### config.mk
export PLATFORM = sky130hd
export DESIGN_NAME = char_bank_writer
export DESIGN_NICKNAME = d
export VERILOG_FILES = /design/src/rtl/char_bank_writer_pkg.sv /design/src/rtl/rise_detect.sv /design/src/rtl/char_bank_writer.sv
export SDC_FILE = /design/constraint.sdc
export NUM_CORES = 1
export LEC_CHECK = 0
export CORE_MARGIN = 1.5
export CORE_UTILIZATION = 55
export DETAILED_ROUTE_END_ITERATION = 16
export PLACE_DENSITY_LB_ADDON = 0.05
export SLEW_MARGIN = 20
export SYNTH_ARGS = -nofsm -noshare
export SYNTH_HDL_FRONTEND = slang
export SYNTH_HIERARCHICAL = 1
export SYNTH_SLANG_ARGS = --single-unit
### constraint.sdc
create_clock -name CLOCK_50 -period 2.4 [get_ports CLOCK_50]
set_input_delay 0.48 -clock CLOCK_50 [delete_from_list [all_inputs] [get_ports CLOCK_50]]
set_output_delay 0.48 -clock CLOCK_50 [all_outputs]
set_load 0.01 [all_outputs]
### src/rtl/char_bank_writer_pkg.sv
// Shared definitions for the character bank: character codes, reset image of the
// bank, prescaler width and slot helpers. Also used by the display decoder and
// the slot multiplexer.
package char_bank_writer_pkg;

  localparam int unsigned PRESCALE_W = 26;

  localparam logic [1:0] CH_0 = 2'd0;
  localparam logic [1:0] CH_1 = 2'd1;
  localparam logic [1:0] CH_2 = 2'd2;
  localparam logic [1:0] CH_3 = 2'd3;

  // Slot k holds code k; slot 0 is the least significant pair.
  localparam logic [7:0] RESET_BANK = {CH_3, CH_2, CH_1, CH_0};

  // Rotate left by one slot: slot0 <- slot3, slot k <- slot k-1.
  function automatic logic [7:0] rotate_slots(input logic [7:0] bank);
    return {bank[5:0], bank[7:6]};
  endfunction

  // Replace one slot, leaving the other three untouched.
  function automatic logic [7:0] put_slot(input logic [7:0] bank,
                                          input logic [1:0] addr,
                                          input logic [1:0] data);
    logic [7:0] r;
    r = bank;
    r[{addr, 1'b0} +: 2] = data;
    return r;
  endfunction

endpackage

### src/rtl/rise_detect.sv
// Rising-edge detector for a level signal.
// Ports:
//   clk_i   - clock
//   rst_i   - synchronous active-high reset; preloads the history to 1 so a
//             level already high at reset release gives no pulse
//   level_i - level input
//   pulse_o - high in the cycle where level_i is 1 and was 0 the cycle before
module rise_detect (
  input  logic clk_i,
  input  logic rst_i,
  input  logic level_i,
  output logic pulse_o
);

  logic stb_q;

  always_ff @(posedge clk_i) begin
    if (rst_i) begin
      stb_q <= 1'b1;
    end else begin
      stb_q <= level_i;
    end
  end

  assign pulse_o = level_i & ~stb_q;

endmodule

### src/rtl/char_bank_writer.sv
// Four-slot character bank with edge-triggered writes and periodic rotation.
// Ports:
//   CLOCK_50    - system clock
//   RST         - synchronous active-high reset
//   WR_DATA     - character code to write
//   WR_ADDR     - target slot 0..3
//   WR_STB      - write strobe level; each rising edge writes once
//   SCROLL_EN   - enables the rotation prescaler
//   BANK        - packed slots, slot k at [2k+1:2k], registered
//   WR_ACK      - one-cycle pulse after each write
//   SCROLL_TICK - one-cycle pulse after each rotation
module char_bank_writer
  import char_bank_writer_pkg::*;
#(
  parameter int unsigned SCROLL_DIV = 25000000
) (
  input  logic       CLOCK_50,
  input  logic       RST,
  input  logic [1:0] WR_DATA,
  input  logic [1:0] WR_ADDR,
  input  logic       WR_STB,
  input  logic       SCROLL_EN,
  output logic [7:0] BANK,
  output logic       WR_ACK,
  output logic       SCROLL_TICK
);

  localparam logic [PRESCALE_W-1:0] PrescTerm = PRESCALE_W'(SCROLL_DIV - 1);

  logic                  wr_event;
  logic                  scroll_wrap;
  logic [PRESCALE_W-1:0] presc_q, presc_d;
  logic [7:0]            bank_q, bank_d;
  logic                  ack_q, tick_q;

  rise_detect u_rise_detect (
    .clk_i   (CLOCK_50),
    .rst_i   (RST),
    .level_i (WR_STB),
    .pulse_o (wr_event)
  );

  always_comb begin
    scroll_wrap = SCROLL_EN && (presc_q == PrescTerm);

    if (!SCROLL_EN || scroll_wrap) begin
      presc_d = '0;
    end else begin
      presc_d = presc_q + 1'b1;
    end

    // Rotation is applied first so a coincident write owns its slot.
    bank_d = bank_q;
    if (scroll_wrap) begin
      bank_d = rotate_slots(bank_d);
    end
    if (wr_event) begin
      bank_d = put_slot(bank_d, WR_ADDR, WR_DATA);
    end
  end

  always_ff @(posedge CLOCK_50) begin
    if (RST) begin
      bank_q  <= RESET_BANK;
      presc_q <= '0;
      ack_q   <= 1'b0;
      tick_q  <= 1'b0;
    end else begin
      bank_q  <= bank_d;
      presc_q <= presc_d;
      ack_q   <= wr_event;
      tick_q  <= scroll_wrap;
    end
  end

  assign BANK        = bank_q;
  assign WR_ACK      = ack_q;
  assign SCROLL_TICK = tick_q;

endmodule
Word-level counts from Yosys, hierarchy flattened:

Index checks and enable logic that the tools add are counted.
Widths: inputs -> output; s select.

* flip-flop bits (word level): 37
* bits in latches: 0
* memory bits (writable): 0
* ROM bits: 0
* input bits: 8
* output and inout bits: 10
* logic and storage cells: 19
* memories: 0

* add/sub/neg operators: 2
* multiply operators: 0
* div/mod/pow operators: 0
* order comparisons: 0
* eq/ne operators: 1
* shifts and indexed selects: 2
* muxes and demuxes: 3
* bitwise logic cells: 2
* reductions and logical operators: 4

Operators by type and width (number)
* $add 26x1->26 const B: 1
* $eq 26x25->1 const B: 1
* $mux 8: 2
* $bwmux 8: 1
* $shift 2x5->8 const A: 1
* $shiftx 2x5->8: 1
* $neg 3->5: 1
* $reduce_or 2->1: 1
* $and 1x1->1: 1
* $logic_and 1x1->1: 1
* $logic_not 1->1: 1
* $logic_or 1x1->1: 1
* $not 1->1: 1

Longest topological paths before layout:

* depth in word-level cells: 5
* gate-level depth with buffers: 7
* gate-level depth less buffers: 6

Modules after synthesis:

Netlist, hierarchy kept.

Modules (own cells, without submodules)
* char_bank_writer: instances 1, cells each 219, area each 1881.8 µm², seq. area each 720.7 µm²
* rise_detect: instances 1, cells each 3, area each 32.5 µm², seq. area each 20.0 µm²

Worst setup path before layout:

No wires, ideal clock.

* kind: input to register
* from: input WR_ADDR[0]
* to: register bank_q[1], in the netlist BANK[1]
* library setup time: 0.079 ns
* data arrival time: 1.725 ns
* required time: 2.321 ns
* setup slack: 0.596 ns
* stages on the path: 5
* path buffers: 0
* path through: inv_1 > ha_1 > nand4b_1 > or4b_2 > o211ai_1

* longest elaborated chain between the ends: 4
* elaborated cells between the ends (all ways): 5
* classes of those cells: 1 x add/sub; 2 x shift; 2 x mux

Ends and longest elaborated chain
* from (decl): line char_bank_writer.sv:20 `input logic [1:0] WR_ADDR,`
* $neg 3->5 (*): line char_bank_writer_pkg.sv:27 `r[{addr, 1'b0} +: 2] = data;`
* $shiftx 2x5->8 / $shift 2x5->8 (equally long branches): line char_bank_writer_pkg.sv:27
* $bwmux 8 (*): line char_bank_writer_pkg.sv:27
* $mux 8 (*): line char_bank_writer.sv:57 `if (wr_event) begin`
* to (signal assigned): line char_bank_writer.sv:69 `bank_q <= bank_d;`
* to (decl): line char_bank_writer.sv:33 `logic [7:0] bank_q, bank_d;`

Mark *: on every way between the ends. The rest lies on a longest branch, timed or not.
A chain may end at the register's enable or synchronous reset.

Worst setup path after layout:

* from: register presc_q[18]
* to: register presc_q[10]

* longest elaborated chain between the ends: 4

Ends and longest elaborated chain
* from (decl): line char_bank_writer.sv:32 `logic [PRESCALE_W-1:0] presc_q, presc_d;`
* from (signal assigned): line char_bank_writer.sv:70 `presc_q <= presc_d;`
* $eq 26x25->1: line char_bank_writer.sv:44 `scroll_wrap = SCROLL_EN && (presc_q == PrescTerm);`
* $logic_and 1x1->1: line char_bank_writer.sv:44
* $logic_or 1x1->1: line char_bank_writer.sv:46 `if (!SCROLL_EN || scroll_wrap) begin`
* $reduce_or 2->1 (no line)

No other way between the ends.

==> run metrics <==
setup repair after global routing missed its margin=no; Pint=between 0.0009 and 0.001 W; Startpoint Class=register; Seq/Total Area, Yosys=about two fifths; total leakage power=between 0.7 and 0.8 nW; total power density per cell area=549 nW/µm²; FF/Latch Area=around 740 µm²; post-synthesis cell count=222; cell chosen for the clock root=clkbuf_4; Area growth syn-to-layout=17.5%; final period utilization=between 80% and 90%; count of antenna-violating nets left after detailed routing=0; minimum clock period=2070 ps; Synth area leader=dfxtp_1; initial cell density of the core=around 57%; MaxCap Viol Count=0; Worst-Margin Slew=approximately 1000 ps; Hold Fails Final Rpt=0; Tot GR Track Use=26.7%; overall die area=about 3800 µm²; number of clock buffers inserted by TritonCTS=5; setup repair bufs after CTS=0; Cell Area, Placed=2150 µm²; total gr overflow=0; routed length per instance=between 15 and 20 µm; maximum number of pins on one net before global-route repair=26; Die Y=just over 60 µm; top flip-flop cell by instance count after synthesis=dfxtp_1; Synth Net Count=about 240; via count of the first global-routing pass=1691; CTS-repair resized insts=0; largest voltage drop on the vdd net=~0.48 mV; worst clock skew=20.8 ps; sequential share of power=between 50% and 60%; Reg2Reg Setup Slack=~330 ps; Row Count=21; depth of the most critical reg-to-reg path=4; hold-fix buffers at CTS=0; max-slew violations=0; count of routing violations after the opening detailed-route iteration=between 100 and 150; Comb pwr share=roughly 5.8%; number of nets in the finished design=257; number of synthesized register bits=37; data arrival time of the critical path=2260 ps; number of vias after detailed routing=1747; Filler Cell Count=282; Synth cell types=42; H-tree levels=2; TNS Setup=0 ps; average size of a mapped cell=about 8.6 µm²; Via-to-Cell Ratio=6.02; Worst-path clk slew=approximately 120 ps; number of remaining DRC errors=0; buffers from clock root to sink, at most=2; Multi-input gate area=1090 µm²; dominant cells by area after synthesis=dfxtp_1, xor2_1, o211ai_1, a21oi_1, ha_1; wire length of the first global-routing pass=~7.6 mm; number of buffers inserted by port buffering=17; synthesized area=between 1500 and 2000 µm²; final weighted congestion in routability-driven placement=between 0.8 and 0.9; result of the run=finished clean; Die X=about 62 µm; number of synthesized flops with an enable pin=0; floorplan core area=around 3300 µm²; r2r startpoint=presc_q[18]$_SDFF_PP0_; share of async-settable or async-resettable flops after synthesis=0%; share of layout cells above drive strength 1=roughly a tenth; insertion delay of the later-clocked pin in the worst-skew pair=approximately 350 ps; maximum clock rate=between 400 and 500 MHz; final design area excluding fillers=approximately 2200 µm²; capturing point of the worst reg2reg path=presc_q[10]$_SDFF_PP0_; initial antenna violation count=0; Slew Limit Headroom=between 30% and 40%; switching power of the nets=approximately 0.00026 W; sum of routed wire length over all layers=roughly 4.5 mm; number of iterations in the first detailed-routing pass=5; maximum fanout count along the critical path=25; total clock sinks=37; critical path required time=2590 ps; share of Yosys cell area claimed by the top area cell type=between 30% and 40%; YS warnings=6; setup violators final=0; number of top-level pins=18; end of the critical path=presc_q[10]$_SDFF_PP0_; share of power burned in the clock network=between 40 and 50%; kind of critical path=register to register; Min-Delay Path Class=register to register; total inserted antenna cells=0; CTS tree=done; fraction of power spent switching nets=a little over a fifth; final HPWL from detailed placement=between 3 and 4 mm; hold wc startpoint=presc_q[0]$_SDFF_PP0_; nature of the critical path endpoint=register; Critical Path Source=presc_q[18]$_SDFF_PP0_
==> per-stage QoR <==
step / util (%) / hold WS [ps] / power [W] / cells / worst slack (ps)
2_1_floorplan: - / 426 / 0.000669 / 222 / 596
3_3_place_gp: 64.3 / 439 / 0.000706 / 282 / 115
3_5_place_dp: 64.3 / 457 / 0.000707 / 282 / 51.5
4_1_cts: 67.4 / 485 / 0.00124 / 290 / 337
5_1_grt: 67.4 / 531 / 0.00128 / 290 / 160
6_report: 67.4 / 484 / 0.00123 / 290 / 329
==> critical path, cell delays in order, from the launching register on <==
cell	delay (ps)
dfxtp_1	470
nor4bb_1	300
nand4_1	190
o21bai_2	830
nor2_1	120
==> placed cells by master, fill, tap and decap left out, drive strengths merged, types with 2 or more instances in the layout <==
cell type	netlist	routed
nor2	16	16
a21oi	17	17
nor4	2	2
bufinv	0	2
ha	6	6
nand4b	2	2
xnor2	2	2
dfxtp	37	37
and2	3	3
o211ai	11	11
buf	6	10
or2	3	3
and4	8	8
and3	2	2
or4b	2	2
o31ai	6	6
xor2	10	10
nor4b	5	5
nor2b	3	3
nand2	21	21
clkdlybuf4s50	0	17
or3	8	8
nand3	13	13
o21ai	6	6
inv	4	4
or4	6	6
nand4	9	9
clkbuf	7	5
==> registers in the layout (all words and copies together) (netlist names) <==
signal / count
BANK: 8
SCROLL_TICK: 1
WR_ACK: 1
presc_q: 26
u_rise_detect/stb_q: 1
==> Yosys cell counts, drive strengths merged, types with 4 or more instances <==
master	number
or4	6
nand4	9
xor2	10
a21oi	17
and4	8
buf	6
nor4b	5
ha	6
dfxtp	37
clkbuf	7
o21ai	6
nand3	13
o211ai	11
nor2	16
or3	8
nand2	21
inv	4
o31ai	6
==> logic make-up (layout without fill, tap and decap cells) <==
group / after synthesis / in the layout / share of synthesized area [%]
flip-flops: 37 / 37 / 38.7
adder cells (fa/ha/maj): 6 / 6 / 3.92
AND/OR/NAND/NOR: 106 / 106 / 32.5
AO/OA/AOI/OAI: 44 / 44 / 14.8
buffers and inverters: 17 / 39 / 4.51
XOR/XNOR: 12 / 12 / 5.49
==> routing by layer <==
metal,GRT usage [%],vias to the layer above,part of all wire (%)
li1,-,866,-
met1,32.9,818,43
met2,44.9,54,51
met3,7.25,9,4.3
met4,9.12,0,1.6
met5,0,-,0
==> layout make-up <==
| class | count | area share, % |
|---|---|---|
| repair buffers | 27 | 10.9 |
| clock inverters | 3 | 2.89 |
| well taps | 46 | 2.56 |
| inverters | 4 | 0.668 |
| clock buffers | 5 | 1.67 |
| multi-input cells | 168 | 48.4 |
| flip-flops and latches | 37 | 32.9 |
==> how the worst min path moves through the flow <==
stage,slack [ps],to,depth (start not counted)
final,480,presc_q[0]$_SDFF_PP0_,1
after global routing,530,presc_q[0]$_SDFF_PP0_,1
after CTS,490,presc_q[0]$_SDFF_PP0_,1
after floorplan,430,presc_q[0]$_SDFF_PP0_,1
after global placement,440,presc_q[0]$_SDFF_PP0_,1
after detailed placement,460,presc_q[0]$_SDFF_PP0_,1
==> power by group through the flow <==
stage,sequential [W],combinational (W),clock [W]
after floorplan,0.000636,0.0000335,0
after global placement,0.000635,0.0000705,0
after detailed placement,0.000635,0.0000714,0
after CTS,0.000622,0.0000716,0.000545
after global routing,0.000623,0.0000789,0.000578
final,0.000622,0.0000719,0.000541
(Power assumes the default switching activity.)
